$ cat src/rtl/seq_divider.sv
// seq_divider: radix-2 restoring signed divider, one quotient bit per clock, fixed latency
module seq_divider #(
  parameter int Width_dividend = 32,
  parameter int Width_divisor  = 16,
  parameter int Width_count    = 6
) (
  input  logic                      clk,
  input  logic                      reset,
  input  logic                      ld,
  input  logic [Width_dividend-1:0] in_dividend,
  input  logic [Width_divisor-1:0]  in_divisor,
  output logic                      busy,
  output logic                      ld_q,
  output logic [Width_dividend-1:0] quotient,
  output logic [Width_divisor-1:0]  remainder,
  output logic                      div_by_zero
);
  typedef enum logic [1:0] {IDLE, PREP, DIV, FIX} state_t;
  state_t                    r_state, w_next;
  logic [Width_count-1:0]    r_cnt;
  logic [Width_dividend-1:0] r_dvd, r_quo;
  logic [Width_divisor-1:0]  r_dvs, r_dvs_mag, r_rem;
  logic [Width_divisor:0]    w_sh, w_diff;
  logic                      w_ge, w_last, w_zero;
  logic [Width_dividend-1:0] w_dvd_mag, w_q;
  logic [Width_divisor-1:0]  w_dvs_mag, w_r;
  assign busy      = r_state != IDLE;
  assign w_last    = r_cnt == Width_count'(Width_dividend - 1);
  assign w_zero    = r_dvs == '0;
  assign w_dvd_mag = r_dvd[Width_dividend-1] ? -r_dvd : r_dvd;
  assign w_dvs_mag = r_dvs[Width_divisor-1] ? -r_dvs : r_dvs;
  assign w_sh      = {r_rem, r_quo[Width_dividend-1]};
  assign w_diff    = w_sh - {1'b0, r_dvs_mag};
  assign w_ge      = w_sh >= {1'b0, r_dvs_mag};
  assign w_q       = (r_dvd[Width_dividend-1] ^ r_dvs[Width_divisor-1]) ? -r_quo : r_quo;
  assign w_r       = r_dvd[Width_dividend-1] ? -r_rem : r_rem;
  // state register
  always_ff @(posedge clk or posedge reset)
    if (reset) r_state <= IDLE;
    else       r_state <= w_next;
  // next-state: accept in IDLE, one prep cycle, Width_dividend shift steps, one fix-up cycle
  always_comb begin
    w_next = r_state;
    case (r_state)
      IDLE:    w_next = ld ? PREP : IDLE;
      PREP:    w_next = DIV;
      DIV:     w_next = w_last ? FIX : DIV;
      default: w_next = IDLE;
    endcase
  end
  // datapath: operand capture, magnitude iteration, sign fix-up and result registers
  always_ff @(posedge clk or posedge reset)
    if (reset) begin
      r_cnt       <= '0;
      r_dvd       <= '0;
      r_dvs       <= '0;
      r_dvs_mag   <= '0;
      r_quo       <= '0;
      r_rem       <= '0;
      ld_q        <= 1'b0;
      quotient    <= '0;
      remainder   <= '0;
      div_by_zero <= 1'b0;
    end else begin
      ld_q <= 1'b0;
      case (r_state)
        IDLE: if (ld) begin
          r_dvd <= in_dividend;
          r_dvs <= in_divisor;
        end
        PREP: begin
          r_quo     <= w_dvd_mag;
          r_dvs_mag <= w_dvs_mag;
          r_rem     <= '0;
          r_cnt     <= '0;
        end
        DIV: begin
          r_rem <= Width_divisor'(w_ge ? w_diff : w_sh);
          r_quo <= {r_quo[Width_dividend-2:0], w_ge};
          r_cnt <= r_cnt + Width_count'(1);
        end
        default: begin
          quotient    <= w_zero ? '1 : w_q;
          remainder   <= w_zero ? r_dvd[Width_divisor-1:0] : w_r;
          div_by_zero <= w_zero;
          ld_q        <= 1'b1;
        end
      endcase
    end
endmodule

$ cat config.mk
export PLATFORM = sky130hd
export DESIGN_NAME = seq_divider
export DESIGN_NICKNAME = d
export VERILOG_FILES = /design/src/rtl/seq_divider.sv
export SDC_FILE = /design/constraint.sdc
export NUM_CORES = 1
export LEC_CHECK = 0
export ABC_CLOCK_PERIOD_IN_PS = 8850
export CORE_MARGIN = 5
export CORE_UTILIZATION = 33
export DETAILED_ROUTE_END_ITERATION = 8
export MAX_ROUTING_LAYER = met4
export PLACE_DENSITY = 0.5
export SLEW_MARGIN = 10
export SYNTH_ARGS = -nofsm -noshare
export SYNTH_HDL_FRONTEND = slang
export SYNTH_SLANG_ARGS = --single-unit
$ cat constraint.sdc
create_clock -name clk -period 8.85 [get_ports clk]
set_input_delay 1.77 -clock clk [delete_from_list [all_inputs] [get_ports clk]]
set_output_delay 1.77 -clock clk [all_outputs]
set_load 0.02 [all_outputs]
==> impl_metrics.yaml, run 1 <==
status:
  status: "finished clean"
worst_setup_path:
  slowest_delay_ns: 0.60
  critPathTopFamily: "buffers and inverters"
  cp.arrival_ns: 1.84
  path_depth: 4
  path_max_fanout: 3
  reg2reg_depth: 9
  worstSetupStartpointType: "flip-flop"
  cp-end-kind: "output pin"
  path_cells: "inv_1 > ha_1 > inv_1 > clkdlybuf4s50_1"
  path_buf_inv: 3
  crit_type: "reg2out"
  slowest_stage: "clkdlybuf4s50_1"
  cp_common_cell: "inv_1"
  required_ns: 7.08
global_route:
  grt.total_usage_pct: 16.4
  grt_pass1_wl_um: 40700
  antenna_found_initial: 0
  grt_pass1_vias: 7471
  grt_max_degree: 99
  grt_overflow_total: 0
sta:
  final_hold_viol_count: 0
  fin_worst_skew_ns: 0.0136
  rsz0062_at_grt: "no"
  setup_ws_ns: 5.24
  fin_crit_ns: 3.61
  finalSetupTns_ns: 0
  worstMarginPinSlew_ns: 0.944
  period_share_pct: 40.7
  setup_viol: 0
  maxSlewHeadroom_pct: 37.0
  fmax_ghz: 0.277
  worst_hold_slack_ns: 0.498
  slew_viol_final: 0
hold_path:
  worstHoldPathType: "reg2reg"
  hold_path_depth: 1
floorplanning:
  core.rowCount: 62
  die_w_um: 179
  ios: 102
  initial_core_util_pct: 33.2
  die_y_um: 179
  coreArea_um2: 28500
  dieArea_um2: 32100
yosys:
  netlist_area_um2: 9460
  yosys_warnings: 0
  synthAdderAreaFrac_pct: 3.52
  ys_seq_area_share_pct: 45.0
  synth_flop_cell: "dfrtp_1"
  synth_xor_area_share_pct: 9.26
  ys_ff_latch: 170
  syn_inst: 981
  async_reset_ff_share_pct: 100
  synth_compound_area_share_pct: 17.3
  synth_top_family_by_area: "compound AO/OA/AOI/OAI gates"
  synth-simple-area-share_pct: 11.7
  synthDistinctLibCells: 55
  synth.avg_cell_area_um2: 9.64
  synth_edf_count: 0
  synthMuxAreaShare_pct: 8.73
  syn_nets: 1058
clocking:
  cts-resized-gates: 0
  h-tree-depth: 4
  cts_buffers: 17
  clock_path_buffers: 2
  cts_setup_buffers: 0
  cts_sinks: 170
  clock_latency_ns: 0.44
  cts.reportedPaths.clkPinSlew_ns: 0.08
  cts_hold_buf: 0
  cts_tree: "yes"
  cts_root_buf: "clkbuf_16"
job:
  max_cap_viol_count: 0
power:
  powerDensity_nw_per_um2: 405
  power_leakage_nw: 4.77
  design_power_total_mw: 4.64
  ir_drop_v: 0.000186
detailed_routing:
  num_vias: 7431
  drc: 0
  drtAntennaViolNets: 0
  dr.first_iter.drc_count: 414
  firstDrtPassIters: 5
  post_drt_wl_per_cell_um: 17.1
  wl_um: 24900
  viasPerCell: 5.10
finish:
  regArea_um2: 4250
  syn_to_final_growth_pct: 21.1
  layout-drive-gt1-share_pct: 11.7
  multi_input_area_um2: 4800
  final_cell_area_um2: 11500
  antennaDiodeCount: 0
  fillCellCount: 2876
  fin_nets: 1138
placed_design:
  port_buffers: 101
  place_congestion: 0.861
  hpwlAfterDp_um: 17700
  place_area_um2: 10900
  place_ws_ns: 4.85
## registers in the layout (all words and copies together) (netlist names)
| register | count |
|---|---|
| div_by_zero | 1 |
| ld_q | 1 |
| quotient | 32 |
| r_cnt | 6 |
| r_dvd | 32 |
| r_dvs | 16 |
| r_dvs_mag | 16 |
| r_quo | 32 |
| r_rem | 16 |
| r_state | 2 |
| remainder | 16 |
## cell usage in the layout (no fill, tap or decap), drive strengths merged, types with 5 or more instances in the layout
cell type / synthesis / final
mux2: 68 / 68
nand2: 75 / 75
inv: 60 / 69
buf: 8 / 12
o21ai: 69 / 69
clkdlybuf4s50: 0 / 101
nor3: 21 / 21
nor2: 87 / 87
a211oi: 6 / 6
xnor2: 51 / 51
o41ai: 5 / 5
o22ai: 9 / 9
mux2i: 6 / 6
o2bb2ai: 9 / 9
o221ai: 11 / 11
nand3: 21 / 21
clkinv: 1 / 6
o31ai: 20 / 20
xor2: 49 / 49
ha: 25 / 25
dfrtp: 170 / 170
or4: 9 / 9
and3: 5 / 5
a31oi: 27 / 27
or3: 5 / 5
clkbuf: 44 / 18
o22a: 17 / 17
a21oi: 54 / 54
## logic make-up after synthesis
group / count (synthesis)
XOR/XNOR: 100
multiplexers: 74
AND/OR/NAND/NOR: 245
buffers and inverters: 113
AO/OA/AOI/OAI: 253
adder cells (fa/ha/maj): 26
flip-flops: 170
## final cells by class
| cell class | instances | area share (%) |
|---|---|---|
| Tap cell | 384 | 4.20 |
| Sequential cell | 170 | 37.2 |
| Inverter | 61 | 2.04 |
| Clock buffer | 18 | 3.84 |
| Clock inverter | 14 | 1.27 |
| Timing Repair Buffer | 113 | 9.62 |
| Multi-Input combinational cell | 698 | 41.9 |
## routing by layer
layer | wire, µm | track usage (%) | up-vias
met5 | 0 | - | -
met4 | 287 | 3.78 | 0
met3 | 1160 | 2.76 | 24
met2 | 11800 | 26.7 | 141
met1 | 11700 | 21.6 | 3612
li1 | - | - | 3654
## path summary, 6_finish.rpt
| check | startpoint | end | slack, ns |
|---|---|---|---|
| min in group asynchronous | reset | quotient[26] | 1.89 |
| min reg2reg | quotient[14] | quotient[14] | 0.50 |
| max reg2reg | r_rem[9] | r_rem[15] | 5.91 |
| max | r_state[0] | busy | 5.24 |
| min | quotient[14] | quotient[14] | 0.50 |
| max in group asynchronous | reset | r_dvd[0] | 5.48 |
## per-stage QoR
step,std cells,util (%)
2_1_floorplan,981,-
3_3_place_gp,1426,38.2
3_5_place_dp,1426,38.2
4_1_cts,1458,40.2
5_1_grt,1458,40.2
6_report,1458,40.2
## synth_stat cells, types with 25 or more instances
| master | number | area (µm²) |
|---|---|---|
| ha_1 | 25 | 313 |
| o21ai_0 | 69 | 345 |
| xnor2_1 | 51 | 447 |
| a21oi_1 | 54 | 270 |
| nor2_1 | 87 | 327 |
| xor2_1 | 49 | 429 |
| inv_1 | 60 | 225 |
| clkbuf_1 | 44 | 165 |
| dfrtp_1 | 170 | 4250 |
| a31oi_1 | 27 | 169 |
| nand2_1 | 75 | 282 |
| mux2_2 | 68 | 766 |
## power by group
part	switching (mW)	internal, mW
Clock	0.367	0.386
Combinational	1.30	1.08
Sequential	0.382	1.12
No activity file was read; power rests on OpenSTA's default activity.
==> inputs of run 2 (changes only) <==
--- a/config.mk
+++ b/config.mk
@@ -5,12 +5,12 @@
 export SDC_FILE = /design/constraint.sdc
 export NUM_CORES = 1
 export LEC_CHECK = 0
-export ABC_CLOCK_PERIOD_IN_PS = 8850
+export ABC_CLOCK_PERIOD_IN_PS = 2900
 export CORE_MARGIN = 5
 export CORE_UTILIZATION = 33
 export DETAILED_ROUTE_END_ITERATION = 8
 export MAX_ROUTING_LAYER = met4
-export PLACE_DENSITY = 0.5
+export PLACE_DENSITY = 0.52
 export SLEW_MARGIN = 10
 export SYNTH_ARGS = -nofsm -noshare
 export SYNTH_HDL_FRONTEND = slang
==> constraint.sdc (replaced) <==
create_clock -name clk -period 2.9 [get_ports clk]
set_input_delay 0.58 -clock clk [delete_from_list [all_inputs] [get_ports clk]]
set_output_delay 0.58 -clock clk [all_outputs]
set_load 0.02 [all_outputs]
==> run 2 against run 1 <==
Against the previous run:
- non-clock buffer count increased by 29
- power grew to 3.1 times the previous value
- sequential cell count unchanged
- utilization up 0.94 points
- first-iteration DRC count rose by 17%
- die area did not move
- clock-buffer cell count decreased by 1
- cell count increased by 1.9%
- combinational power rose to 3.2 times the previous value
- design area increased by 2.3%
- sequential share of layout area fell by 0.84 points
- wire length rose by 0.54%
- largest cell class unchanged
==> impl_metrics.yaml, run 2 (same netlist as run 1, synthesis figures left out) <==
detailed_routing:
  wl_um: 25100
  drc: 0
  viasPerCell: 5.05
  post_drt_wl_per_cell_um: 16.9
  drtAntennaViolNets: 0
  firstDrtPassIters: 6
  dr.first_iter.drc_count: 483
  num_vias: 7504
clocking:
  h-tree-depth: 4
  cts_buffers: 17
  cts.reportedPaths.clkPinSlew_ns: 0.07
  cts_setup_buffers: 0
  cts_sinks: 170
  clock_latency_ns: 0.43
  cts_tree: "yes"
  cts_root_buf: "clkbuf_16"
  clock_path_buffers: 2
sta:
  final_hold_viol_count: 0
  finalSetupTns_ns: 0
  setup_ws_ns: 0.160
  period_share_pct: 94.5
  worst_hold_slack_ns: 0.472
  slew_viol_final: 0
  fin_crit_ns: 2.74
  rsz0062_at_grt: "no"
  setup_viol: 0
  worstMarginPinSlew_ns: 0.629
  fmax_ghz: 0.365
  fin_worst_skew_ns: 0.0123
  maxSlewHeadroom_pct: 57.7
worst_setup_path:
  path_cells: "or4_4 > or4_4 > or3_4 > o41ai_2 > xor2_1 > nor2_1 > a221o_1"
  slowest_stage: "or4_4"
  worstSetupStartpointType: "flip-flop"
  critPathTopFamily: "simple AND/OR/NAND/NOR gates"
  crit_type: "reg2reg"
  cp-end-kind: "flip-flop"
  slowest_delay_ns: 0.54
  reg2reg_setup_slack_ns: 0.16
  cp_common_cell: "or4_4"
  required_ns: 3.21
  cp.arrival_ns: 3.05
  path_max_fanout: 5
  path_buf_inv: 0
finish:
  antennaDiodeCount: 0
  syn_to_final_growth_pct: 23.9
  fillCellCount: 2818
  reg_top3: "quotient (32), r_dvd (32), r_quo (32)"
  multi_input_area_um2: 4800
  final_cell_mix: "dfrtp_1 (170), clkdlybuf4s50_1 (101), nor2_1 (87)"
  layout-drive-gt1-share_pct: 14.1
  mostFrequentLayoutCell: "dfrtp_1"
  fin_nets: 1167
  regArea_um2: 4250
global_route:
  grt_pass1_wl_um: 40900
  grt.total_usage_pct: 16.6
  grt_overflow_total: 0
  grt_pass1_vias: 7587
  grt_max_degree: 95
  antenna_found_initial: 0
placed_design:
  place_congestion: 0.870
  place_ws_ns: 0.155
  hpwlAfterDp_um: 18600
  port_buffers: 101
floorplanning:
  ios: 102
  die_w_um: 179
  coreArea_um2: 28500
  dieArea_um2: 32100
  die_y_um: 179
  core.rowCount: 62
  initial_core_util_pct: 33.2
status:
  status: "finished clean"
hold_path:
  worstHoldPathType: "in2async"
power:
  power_leakage_nw: 4.91
  powerDensity_nw_per_um2: 1230
  ir_drop_v: 0.000526
job:
  max_cap_viol_count: 0
run 2: path summary, 6_finish.rpt:
path / from / end / depth (start not counted)
max: r_dvd[13] / r_quo[29] / 7
min: reset / r_quo[26] / 2
max reg2reg: r_dvd[13] / r_quo[29] / 7
min reg2reg: quotient[14] / quotient[14] / 1
max in group asynchronous: reset / r_rem[4] / 3
min in group clk: quotient[14] / quotient[14] / 1
run 2: worst register-to-register path, cell delays in order (launching register included):
cell and delay, ns:
dfrtp_1 0.41, or4_4 0.54, or4_4 0.43, or3_4 0.43, o41ai_2 0.32, xor2_1 0.17, nor2_1 0.05, a221o_1 0.27
run 2: power by group:
| group | switching, mW | internal [mW] |
|---|---|---|
| logic | 4.11 | 3.46 |
| clock network | 1.07 | 1.22 |
| registers | 1.07 | 3.43 |
| total | 6.25 | 8.11 |
run 2: per-stage QoR:
stage	util, %	cells	total power [mW]	cell area (µm²)
2_1_floorplan	-	981	9.72	9460
3_3_place_gp	39.1	1455	12.1	11100
3_5_place_dp	39.1	1455	12.1	11100
4_1_cts	41.1	1486	14.5	11700
5_1_grt	41.2	1486	15.6	11700
6_report	41.2	1486	14.4	11700
run 2: area by class of cell:
| class | count | share of cell area, % |
|---|---|---|
| clock buffer | 17 | 3.63 |
| multi-input combinational | 698 | 41.0 |
| sequential | 170 | 36.3 |
| timing repair buffer | 142 | 11.7 |
| clock inverter | 14 | 1.31 |
| tap | 384 | 4.10 |
| inverter | 61 | 1.99 |
run 2: what timing repair did:
action,CTS,global route
hold buffers,0,0
endpoints found under the setup margin,0,2
resized for setup,0,1
run 2: metal layers:
layer	wire, µm	track usage, %	share of wire (%)
met5	0	-	0
met4	318	3.78	1.3
met3	1060	2.85	4.2
met2	11500	25.7	46
met1	12200	22.8	49
==> inputs of run 3 (changes only) <==
--- a/config.mk
+++ b/config.mk
@@ -6,11 +6,14 @@
 export NUM_CORES = 1
 export LEC_CHECK = 0
 export ABC_CLOCK_PERIOD_IN_PS = 2900
+export CAP_MARGIN = 20
+export CELL_PAD_IN_SITES_DETAIL_PLACEMENT = 1
+export CELL_PAD_IN_SITES_GLOBAL_PLACEMENT = 1
 export CORE_MARGIN = 5
-export CORE_UTILIZATION = 33
+export CORE_UTILIZATION = 30
 export DETAILED_ROUTE_END_ITERATION = 8
 export MAX_ROUTING_LAYER = met4
-export PLACE_DENSITY = 0.52
+export PLACE_DENSITY = 0.59
 export SLEW_MARGIN = 10
 export SYNTH_ARGS = -nofsm -noshare
 export SYNTH_HDL_FRONTEND = slang
==> run 3 against run 2 <==
Against the previous run:
- first-iteration DRC count fell by 14%
- combinational power rose by 4.8%
- non-clock buffer count rose by 14
- sequential share of layout area fell by 0.44 points
- critical path depth did not move
- via count rose by 2.7%
- design area rose by 1.2%
==> impl_metrics.yaml, run 3 (same netlist as run 1, synthesis figures left out) <==
status:
  status: "finished clean"
worst_setup_path:
  cp_common_cell: "or4_4"
  slowest_delay_ns: 0.55
  worstSetupStartpointType: "flip-flop"
  path_buf_inv: 0
  path_max_fanout: 5
  critPathTopFamily: "simple AND/OR/NAND/NOR gates"
  path_cells: "or4_4 > or4_4 > or3_4 > o41ai_2 > xor2_1 > nor2_1 > a221o_1"
  cp-end-kind: "flip-flop"
  cp.arrival_ns: 3.07
  required_ns: 3.23
  crit_type: "reg2reg"
  slowest_stage: "or4_4"
floorplanning:
  die_y_um: 188
  ios: 102
  dieArea_um2: 35200
  coreArea_um2: 31300
  die_w_um: 188
  initial_core_util_pct: 30.2
  core.rowCount: 65
power:
  powerDensity_nw_per_um2: 1240
  power_leakage_nw: 4.98
  ir_drop_v: 0.000505
job:
  max_cap_viol_count: 0
detailed_routing:
  wl_um: 29200
  num_vias: 7705
  viasPerCell: 5.07
  drtAntennaViolNets: 0
  firstDrtPassIters: 4
  dr.first_iter.drc_count: 413
  post_drt_wl_per_cell_um: 19.2
  drc: 0
placed_design:
  placedCellCount: 1487
  port_buffers: 101
  place_congestion: 0.821
  hpwlAfterDp_um: 22300
sta:
  fmax_ghz: 0.365
  maxSlewHeadroom_pct: 45.2
  slew_viol_final: 0
  fin_worst_skew_ns: 0.0148
  final_hold_viol_count: 0
  worstMarginPinSlew_ns: 0.818
  period_share_pct: 94.6
  fin_crit_ns: 2.74
  worst_hold_slack_ns: 0.497
  rsz0062_at_grt: "no"
  finalSetupTns_ns: 0
  setup_viol: 0
finish:
  antennaDiodeCount: 0
  fin_util_pct: 37.9
  final_cell_mix: "dfrtp_1 (170), clkdlybuf4s50_1 (101), nor2_1 (87)"
  layout-drive-gt1-share_pct: 15.1
  final_cells: 1519
  multi_input_area_um2: 4800
  regArea_um2: 4250
  mostFrequentLayoutCell: "dfrtp_1"
  syn_to_final_growth_pct: 25.4
  fillCellCount: 3549
  reg_top3: "quotient (32), r_dvd (32), r_quo (32)"
  fin_nets: 1181
clocking:
  cts.reportedPaths.clkPinSlew_ns: 0.07
  cts_sinks: 170
  cts_tree: "yes"
  cts_root_buf: "clkbuf_16"
  cts_hold_buf: 0
  h-tree-depth: 4
  clock_path_buffers: 2
  cts_buffers: 17
  clock_latency_ns: 0.45
global_route:
  antenna_found_initial: 0
  grt.total_usage_pct: 17.3
  grt_max_degree: 43
  grt_overflow_total: 0
  grt_pass1_wl_um: 47100
  grt_pass1_vias: 8080
hold_path:
  worstHoldPathType: "reg2reg"
==> run 3: cell types whose count changed in the layout (fill, tap and decap cells not counted), sizes merged <==
cell      previous run  this run
buf                 41        55
clkinv               3         6
clkbuf              17        18
inv                 67        63
clkinvlp             4         5
==> run 3: metrics by stage <==
| stage | power, mW | worst slack, ns | instance area (µm²) |
|---|---|---|---|
| 3_3_place_gp | 12.4 | 0.176 | 11300 |
| 3_5_place_dp | 12.6 | 0.157 | 11300 |
| 5_1_grt | 15.9 | 0.0371 | 11900 |
| 2_1_floorplan | 9.72 | 0.151 | 9460 |
| 6_report | 14.7 | 0.157 | 11900 |
| 4_1_cts | 14.9 | 0.142 | 11900 |
==> run 3: layout make-up <==
cell class                      count  area share, %
Clock buffer                       18           3.62
Clock inverter                     14           1.19
Inverter                           61           1.96
Multi-Input combinational cell    698           40.5
Sequential cell                   170           35.9
Tap cell                          402           4.24
Timing Repair Buffer              156           12.6
==> run 3: repair_timing <==
| item | in CTS | in global routing |
|---|---|---|
| setup buffers | 0 | 0 |
| endpoints found under the hold margin | 0 | 0 |
| resized for setup | 0 | 1 |
| setup endpoints to repair | 0 | 2 |
==> run 3: worst paths after layout <==
path	start	end	slack [ns]	cells after the start
worst max-delay path	r_dvd[12]	r_quo[29]	0.16	7
worst min-delay path	quotient[9]	quotient[9]	0.50	1
worst max register to register	r_dvd[12]	r_quo[29]	0.16	7
worst min register to register	quotient[9]	quotient[9]	0.50	1
max in group asynchronous	reset	r_dvd[12]	1.70	3
min in group asynchronous	reset	r_quo[0]	0.59	2
==> run 3: per-layer routing <==
metal | share of wire (%) | routed length, µm | GRT usage, %
met2 | 45 | 13000 | 25.9
met1 | 50 | 14600 | 25.0
met4 | 1.2 | 345 | 4.12
met3 | 3.8 | 1110 | 2.46
met5 | 0 | 0 | -
==> run 3: power breakdown <==
group / switching (mW) / internal, mW
Combinational: 4.43 / 3.51
Clock: 1.05 / 1.20
Sequential: 1.12 / 3.43
Total: 6.60 / 8.13
